$ cat config.mk
export PLATFORM = sky130hd
export DESIGN_NAME = reg_share_arb
export DESIGN_NICKNAME = d
export VERILOG_FILES = /design/src/rtl/reg_share_pkg.sv /design/src/rtl/rr_pick_next.sv /design/src/rtl/reg_share_arb.sv
export SDC_FILE = /design/constraint.sdc
export NUM_CORES = 1
export LEC_CHECK = 0
export ABC_CLOCK_PERIOD_IN_PS = 2800
export BUFFER_PORTS_ARGS = -buffer_cell sky130_fd_sc_hd__buf_2
export CAP_MARGIN = 20
export CELL_PAD_IN_SITES_DETAIL_PLACEMENT = 1
export CELL_PAD_IN_SITES_GLOBAL_PLACEMENT = 1
export CORE_UTILIZATION = 33
export CTS_CLUSTER_DIAMETER = 120
export CTS_CLUSTER_SIZE = 12
export DETAILED_ROUTE_END_ITERATION = 7
export GPL_TIMING_DRIVEN = 0
export MAX_ROUTING_LAYER = met4
export PLACE_DENSITY = 0.76
export SETUP_SLACK_MARGIN = 0.1
export SLEW_MARGIN = 20
export SYNTH_ARGS = -nofsm -noshare
export SYNTH_HDL_FRONTEND = slang
export SYNTH_HIERARCHICAL = 1
export SYNTH_SLANG_ARGS = --single-unit
$ cat constraint.sdc
create_clock -name clk -period 2.8 [get_ports clk]
set_input_delay 0.42 -clock clk [delete_from_list [all_inputs] [get_ports clk]]
set_output_delay 0.42 -clock clk [all_outputs]
set_load 0.02 [all_outputs]
$ cat src/rtl/reg_share_pkg.sv
// Shared types and helpers for the shared-register round-robin arbiter.
package reg_share_pkg;

   // Arbiter control states.
   typedef enum logic {
      ST_IDLE = 1'b0,
      ST_OWN  = 1'b1
   } state_t;

   // Largest requester count the search helper supports, and its index width.
   localparam int MAX_NREQ  = 32;
   localparam int MAX_IDX_W = 5;
   localparam int CNT_W     = MAX_IDX_W + 1;
   localparam int PICK_W    = MAX_IDX_W + 1;

   // Width of an index able to address n items (never narrower than one bit).
   function automatic int idx_width(input int n);
      return (n < 2) ? 1 : $clog2(n);
   endfunction

   // Index width for the default four-requester configuration.
   localparam int IDX_W_DEF = idx_width(4);

   // Round-robin search: first asserted request at or after last+1, modulo n.
   // Returns {found, index}. Bits of req at or above n are ignored.
   function automatic logic [PICK_W-1:0] rr_pick(
      input logic [MAX_NREQ-1:0]  req,
      input logic [MAX_IDX_W-1:0] last,
      input logic [CNT_W-1:0]     n
   );
      logic                 found;
      logic [MAX_IDX_W-1:0] idx;
      logic [CNT_W-1:0]     j;
      found = 1'b0;
      idx   = '0;
      for (int off = 1; off <= MAX_NREQ; off++) begin
         j = {1'b0, last} + CNT_W'(off);
         if (j >= n) begin
            j = j - n;
         end
         if (!found && (CNT_W'(off) <= n) && req[j[MAX_IDX_W-1:0]]) begin
            found = 1'b1;
            idx   = j[MAX_IDX_W-1:0];
         end
      end
      return {found, idx};
   endfunction

endpackage

$ cat src/rtl/rr_pick_next.sv
// Combinational round-robin selector: next requester after the last owner.
module rr_pick_next
   import reg_share_pkg::*;
#(
   parameter int NREQ  = 4,
   parameter int IDX_W = 2
) (
   input  logic [NREQ-1:0]  req,
   input  logic [IDX_W-1:0] last,
   output logic             valid,
   output logic [IDX_W-1:0] idx
);

   logic [MAX_NREQ-1:0] req_wide;
   logic [PICK_W-1:0]   pick;

   // Widen the request vector to the helper's fixed width, unused slots idle.
   generate
      for (genvar gi = 0; gi < MAX_NREQ; gi++) begin : g_widen
         if (gi < NREQ) begin : g_used
            assign req_wide[gi] = req[gi];
         end else begin : g_unused
            assign req_wide[gi] = 1'b0;
         end
      end
   endgenerate

   // Search starting just past the last owner.
   always_comb begin
      pick  = rr_pick(req_wide, MAX_IDX_W'(last), CNT_W'(NREQ));
      valid = pick[PICK_W-1];
      idx   = IDX_W'(pick[MAX_IDX_W-1:0]);
   end

endmodule

$ cat src/rtl/reg_share_arb.sv
// Round-robin arbiter owning a single shared W-bit register; one requester
// at a time writes it, either once or for a locked burst of up to MAX_HOLD.
module reg_share_arb
   import reg_share_pkg::*;
#(
   parameter int NREQ     = 4,
   parameter int W        = 8,
   parameter int MAX_HOLD = 4
) (
   input  logic                     clk,
   input  logic                     rst,
   input  logic [NREQ-1:0]          req,
   input  logic [NREQ-1:0]          lock,
   input  logic [NREQ*W-1:0]        d,
   output logic [NREQ-1:0]          gnt,
   output logic                     ack,
   output logic [W-1:0]             q,
   output logic [$clog2(NREQ)-1:0]  owner,
   output logic                     busy
);

   localparam int IDX_W  = idx_width(NREQ);
   localparam int HOLD_W = idx_width(MAX_HOLD);

   state_t             state_reg;
   logic [NREQ-1:0]    gnt_reg;
   logic               ack_reg;
   logic [W-1:0]       q_reg;
   logic [IDX_W-1:0]   owner_reg;
   logic [IDX_W-1:0]   last_reg;
   logic [HOLD_W-1:0]  hold_cnt_reg;

   logic               pick_valid;
   logic [IDX_W-1:0]   pick_idx;
   logic [NREQ-1:0]    gnt_next;
   logic [W-1:0]       d_arr [NREQ];
   logic               owner_req;
   logic               owner_lock;
   logic               hold_last;

   // Unpack the flat data bus into one word per requester.
   generate
      for (genvar gi = 0; gi < NREQ; gi++) begin : g_unpack
         assign d_arr[gi]    = d[gi*W +: W];
         assign gnt_next[gi] = (pick_idx == IDX_W'(gi));
      end
   endgenerate

   rr_pick_next #(
      .NREQ  (NREQ),
      .IDX_W (IDX_W)
   ) u_pick (
      .req   (req),
      .last  (last_reg),
      .valid (pick_valid),
      .idx   (pick_idx)
   );

   // Owner-side request, lock and burst-limit qualifiers.
   always_comb begin
      owner_req  = req[owner_reg];
      owner_lock = lock[owner_reg];
      hold_last  = (hold_cnt_reg == HOLD_W'(MAX_HOLD - 1));
   end

   // Arbitration FSM, shared register and registered outputs.
   always_ff @(posedge clk) begin
      if (rst) begin
         state_reg    <= ST_IDLE;
         gnt_reg      <= '0;
         ack_reg      <= 1'b0;
         q_reg        <= '0;
         owner_reg    <= '0;
         last_reg     <= IDX_W'(NREQ - 1);
         hold_cnt_reg <= '0;
      end else begin
         ack_reg <= 1'b0;
         case (state_reg)
            ST_IDLE: begin
               if (pick_valid) begin
                  gnt_reg      <= gnt_next;
                  owner_reg    <= pick_idx;
                  last_reg     <= pick_idx;
                  hold_cnt_reg <= '0;
                  state_reg    <= ST_OWN;
               end
            end
            ST_OWN: begin
               if (owner_req) begin
                  q_reg        <= d_arr[owner_reg];
                  ack_reg      <= 1'b1;
                  hold_cnt_reg <= hold_cnt_reg + HOLD_W'(1);
                  if (!owner_lock || hold_last) begin
                     gnt_reg   <= '0;
                     state_reg <= ST_IDLE;
                  end
               end else begin
                  // Owner withdrew: release without writing.
                  gnt_reg   <= '0;
                  state_reg <= ST_IDLE;
               end
            end
            default: begin
               gnt_reg   <= '0;
               state_reg <= ST_IDLE;
            end
         endcase
      end
   end

   assign gnt   = gnt_reg;
   assign ack   = ack_reg;
   assign q     = q_reg;
   assign owner = owner_reg;
   assign busy  = (state_reg == ST_OWN);

endmodule

After elaboration in Yosys (flattened, before gate mapping):

Index checks and enable logic that the tools add are counted.

* output and inout bits: 16
* logic and storage cells: 88
* flip-flop bits (word level): 20

* eq/ne operators: 7
* add/sub/neg operators: 9
* muxes and demuxes: 39
* $lt $le $gt $ge: 10
* reductions and logical operators: 14
* bitwise logic cells: 2

Operator list (number)
* $ge A6 B3 Y1 const B: 4
* $lt A5 B6 Y1 const B: 4
* $bmux W1 S5: 4
* $mux W5: 4
* $sub A5 B3 Y5 const B: 4
* $bmux W8 S2: 1
* $mux W8: 2
* $mux W1: 14
* $mux W2: 6
* $mux W4: 3
* $pmux W4 S2: 1
* $reduce_and A2 Y1: 4
* $add A2 B2 Y3 const B: 2
* $eq A2 B2 Y1 const B: 3
* $add A2 B3 Y4 const B: 1
* $bmux W1 S2: 2
* $logic_not A1 Y1: 4
* $pmux W2 S2: 1
* $add A2 B1 Y3 const B: 1
* $ge A3 B3 Y1 const B: 1
* $logic_and A1 B1 Y1: 3
* $lt A2 B3 Y1 const B: 1
* $ne A3 B2 Y1 const B: 1
* $not A2 Y3: 1
* 9 further kinds: 9

Depth between registers and ports, before layout:

* depth after elaboration: 18
* depth in mapped cells: 12
* mapped depth without buffers: 10

Cells and area by module:

The synthesis kept the hierarchy.

Modules (own cells, without submodules)
* reg_share_arb: cells an instance 101, sequential area each 400.4 sq um, area an instance 1131.1 sq um, times used 1
* rr_pick_next: cells an instance 39, sequential area each 0.0 sq um, area an instance 350.3 sq um, times used 1

Worst setup path before layout:

OpenSTA, ideal clock, no wires.

* kind: reg-to-reg
* start: reg last_reg[0]
* end: reg hold_cnt_reg[1]
* setup time: 0.070 ns
* period minus slack after synthesis: 2.653 ns
* data arrival time: 2.583 ns
* path buffers: 2
* slack: 0.147 ns
* cell stages (with the launch flop): 12
* path through: dfxtp_1 buf_6 inv_1 ha_1 mux2_2 a22oi_2 and3_2 nand2b_1 buf_4 nor2b_1 or3b_1 a21oi_1

* longest elaborated chain between the ends: 17
* elaborated cells between the ends (all ways): 36

Ends and longest elaborated chain
* start: declaration: RTL line reg_share_arb.sv:30 `logic [IDX_W-1:0] last_reg;`
* start signal: assignment: RTL line reg_share_arb.sv:74 `last_reg <= IDX_W'(NREQ - 1);`
* start signal: assignment: RTL line reg_share_arb.sv:83 `last_reg <= pick_idx;`
* $add A2 B1 Y3: RTL line reg_share_pkg.sv:37 `j = {1'b0, last} + CNT_W'(off);`
* $sub A5 B3 Y5 / $ge A6 B3 Y1 (equally long branches): RTL line reg_share_pkg.sv:39, reg_share_pkg.sv:38
* $mux W5: RTL line reg_share_pkg.sv:38 `if (j >= n) begin`
* $bmux W1 S5: RTL line reg_share_pkg.sv:41 `if (!found && (CNT_W'(off) <= n) && req[j[MAX_IDX_W-1:0]]) begin`
* $mux W1 (implied by the code): RTL line reg_share_pkg.sv:41
* $mux W1: RTL line reg_share_pkg.sv:41
* $logic_not A1 Y1: RTL line reg_share_pkg.sv:41
* $logic_and A1 B1 Y1: RTL line reg_share_pkg.sv:41
* [... 2 more ...]
* $logic_and A1 B1 Y1: RTL line reg_share_pkg.sv:41
* $mux W1: RTL line reg_share_pkg.sv:41
* $logic_not A1 Y1: RTL line reg_share_pkg.sv:41
* $logic_and A1 B1 Y1: RTL line reg_share_pkg.sv:41
* $mux W1 (*): RTL line reg_share_pkg.sv:41
* via pick_valid: RTL line reg_share_arb.sv:33 `logic pick_valid;`
* $ne A2 B2 Y1 (no line) (*)
* $reduce_and A2 Y1 (no line) (*)
* end signal: assignment: RTL line reg_share_arb.sv:92 `hold_cnt_reg <= hold_cnt_reg + HOLD_W'(1);`
* end: declaration: RTL line reg_share_arb.sv:31 `logic [HOLD_W-1:0] hold_cnt_reg;`

The timed path passes the listed nets; every way through them passes the cells marked *. The select of a mux whose other input is x is not followed.
A chain may end at the register's enable or synchronous reset.

Worst setup path after layout:

Ends and elaborated chain as after synthesis.

==> flow_metrics.py <==
metrics = {
    "min_path": {
        "whs_endpoint": "hold_cnt_reg[1]",
        "hold_class": "input port to register",
        "min_path_cells": 2,
        "holdCritStartpoint": "rst",
    },
    "yosys": {
        "synth_seq_cells": 20,
        "syn-cell-area_um2": 1481,
        "yosysSeqAreaShare": 0.2703,
        "synthArstFlopShare": 0,
        "synth-main-ff-cell": "dfxtp_1",
        "syn_inst": 140,
        "avgSynthCellArea_um2": 10.58,
        "yosysWarnings": 6,
        "synth_nets": 188,
        "synth_edf_count": 0,
        "synth_cell_types": 42,
    },
    "final_layout": {
        "final_area_um2": 1927,
        "drive_above_1_share": 0.4677,
        "num-nets-final": 251,
        "largest_register_ffs": 8,
        "fin_cells": 253,
        "diodes": 0,
        "utilization": 0.4456,
        "area_growth_pct": 30.07,
    },
    "sta": {
        "rsz0062_at_grt": "yes",
        "maxSlewHeadroom": 0.7134,
        "hold_violations": 0,
        "worst_pin_slew_ns": 0.4299,
        "fmax_mhz": 374.5,
        "final-max-slew-violation-count": 0,
        "fin_worst_skew_ns": 0.005123,
        "period_minus_slack_ns": 2.670,
        "final.setup.tns_ns": 0,
        "fin_ws_ns": 0.1298,
        "hold_ws_ns": 0.3764,
        "setup_viol": 0,
        "finalCritPeriodShare": 0.9536,
    },
    "placed_design": {
        "placedCellCount": 248,
        "hpwlAfterDp_mm": 2.923,
        "numPortBuffers": 56,
        "placed_area_um2": 1827,
        "place_ws_ns": -0.1276,
        "gp_congestion": 0.9038,
    },
    "run": {
        "maxCapViolCount": 0,
    },
    "pwr": {
        "vdd_drop_max_mv": 0.2908,
        "powerDensity_nw_per_um2": 958.4,
        "p_clk_frac": 0.099,
        "sequentialPowerShare": 0.249,
        "power.internal_mw": 1.068,
        "switching_share": 0.4218,
        "power_mw": 1.847,
        "switching_power_mw": 0.7790,
        "leakagePower_nw": 0.8654,
        "pwr-share-comb": 0.652,
    },
    "routing": {
        "first_pass_iters": 4,
        "drt-vias-per-instance": 5.249,
        "route.detailed.drc": 0,
        "ant_nets": 0,
        "postRouteWirelength_mm": 3.622,
        "vias": 1328,
        "wl_per_cell_um": 14.32,
        "drt_iter0_drc": 40,
    },
    "clock_tree": {
        "cts.path.max_buffers": 2,
        "htree_levels": 1,
        "clk_latency_ns": 0.25,
        "cts_buffers": 3,
        "clk_pin_slew_ns": 0.07,
        "cts.hold.buffers_added": 0,
        "tritoncts": "yes",
        "clock-root-buffer": "clkbuf_8",
        "cts_sinks": 20,
    },
    "grt": {
        "grt_antenna_before_repair": 0,
        "grt_max_degree": 11,
        "grt_pass1_wl_mm": 6.320,
        "grt_pass1_vias": 1440,
        "globalRouteOverflowTotal": 0,
        "grt_usage": 0.1658,
    },
    "status": {
        "outcome": "finished clean",
    },
    "worst_setup_path": {
        "timing.reg2reg.setup_slack_ns": 0.13,
        "crit_fanout": 10,
        "r2r_start": "last_reg[0]",
        "crit_required_ns": 3.00,
        "cp-start-kind": "register",
        "criticalPathCategory": "register to register",
        "critPathArrivalTime_ns": 2.87,
        "reg2regPathDepth": 11,
        "r2r_end": "hold_cnt_reg[1]",
        "crit_path_end_kind": "register",
    },
    "floorplan": {
        "start_util": 0.3426,
        "pin_count": 58,
        "die_w_um": 69,
        "num_rows": 24,
        "die_y_um": 69,
        "core_um2": 4324,
        "die_area_um2": 4761,
    },
}
critical path, cell delays in order (launching register included):
cell and delay [ns]:
dfxtp_4 0.35, buf_8 0.13, inv_1 0.08, ha_4 0.30, mux2_2 0.34, a22oi_2 0.25, and3_4 0.23, nand2b_1 0.05
buf_4 0.16, nor2b_2 0.18, or3b_4 0.40, a21oi_2 0.13
cell type report:
class                      count  area (µm²)
multi-input combinational    109        1030
clock buffer                   3       41.29
sequential                    20       407.9
tap                           52       65.06
inverter                       4       15.01
timing repair buffer          58       295.3
buffer                         7       72.57
fill                         526        2397
cells in the mapped netlist, drive strengths merged (2+ instances only):
library cell | count | area share
ha | 6 | 0.051
clkbuf | 3 | 0.021
nor2 | 16 | 0.041
mux2i | 14 | 0.095
dfxtp | 20 | 0.27
nand3b | 3 | 0.015
or2 | 2 | 0.0085
a21oi | 7 | 0.024
buf | 4 | 0.025
mux4 | 10 | 0.17
mux2 | 6 | 0.048
a22o | 2 | 0.012
a21boi | 3 | 0.018
nor2b | 3 | 0.013
o21ai | 3 | 0.010
o2bb2ai | 3 | 0.022
nand2 | 11 | 0.028
inv | 4 | 0.010
nand2b | 4 | 0.017
and2 | 2 | 0.010
metal layers:
metal	part of all wire	up-vias	global-route usage
li1	-	644	-
met2	0.49	57	0.2902
met1	0.43	623	0.1989
met5	0	-	-
met3	0.067	4	0.02485
met4	0.011	0	0.04082
power by group through the flow:
stage / logic (mW) / registers [mW] / clock network, mW
after global routing: 1.34 / 0.473 / 0.200
final: 1.20 / 0.461 / 0.183
after detailed placement: 1.13 / 0.463 / 0
after global placement: 1.10 / 0.459 / 0
after floorplan: 0.798 / 0.523 / 0
after CTS: 1.19 / 0.457 / 0.190
repair_timing:
action                                  4_1_cts  5_1_grt
gates resized for setup                       5        6
endpoints found under the setup margin        6        7
setup buffers                                 2        0
pin swaps                                     1        1
how the worst max path moves through the flow:
stage	start	endpoint	slack [ns]	cells after the start
6_report	last_reg[0]	hold_cnt_reg[1]	0.13	11
5_1_grt	last_reg[0]	hold_cnt_reg[1]	-0.003	11
4_1_cts	last_reg[1]	hold_cnt_reg[1]	0.12	10
3_5_place_dp	last_reg[0]	hold_cnt_reg[1]	-0.13	11
3_3_place_gp	last_reg[0]	hold_cnt_reg[1]	-0.1	11
2_1_floorplan	last_reg[0]	hold_cnt_reg[1]	0.15	11
placed cells by master (no fill, tap or decap), types with 3 or more instances in the layout:
cell type and instances:
clkbuf_8 5, nand2_1 11, mux4_2 4, ha_1 5, o21ai_0 3, inv_1 4
a21oi_1 6, nor2_1 16, mux2_2 5, buf_2 56, nand3b_1 3, buf_4 4
nand2b_1 4, mux4_1 6, mux2i_1 14, dfxtp_1 18
kinds of logic after synthesis:
| logic type | count (synthesis) | share of synthesized area |
|---|---|---|
| adders and majority gates | 6 | 0.05067 |
| and+or+nand+nor | 46 | 0.1605 |
| AOI/OAI and AO/OA | 27 | 0.1520 |
| muxes | 30 | 0.3100 |
| DFF | 20 | 0.2703 |
| buffers and inverters | 11 | 0.05658 |
Note: power is estimated with default switching activity, not from simulation.
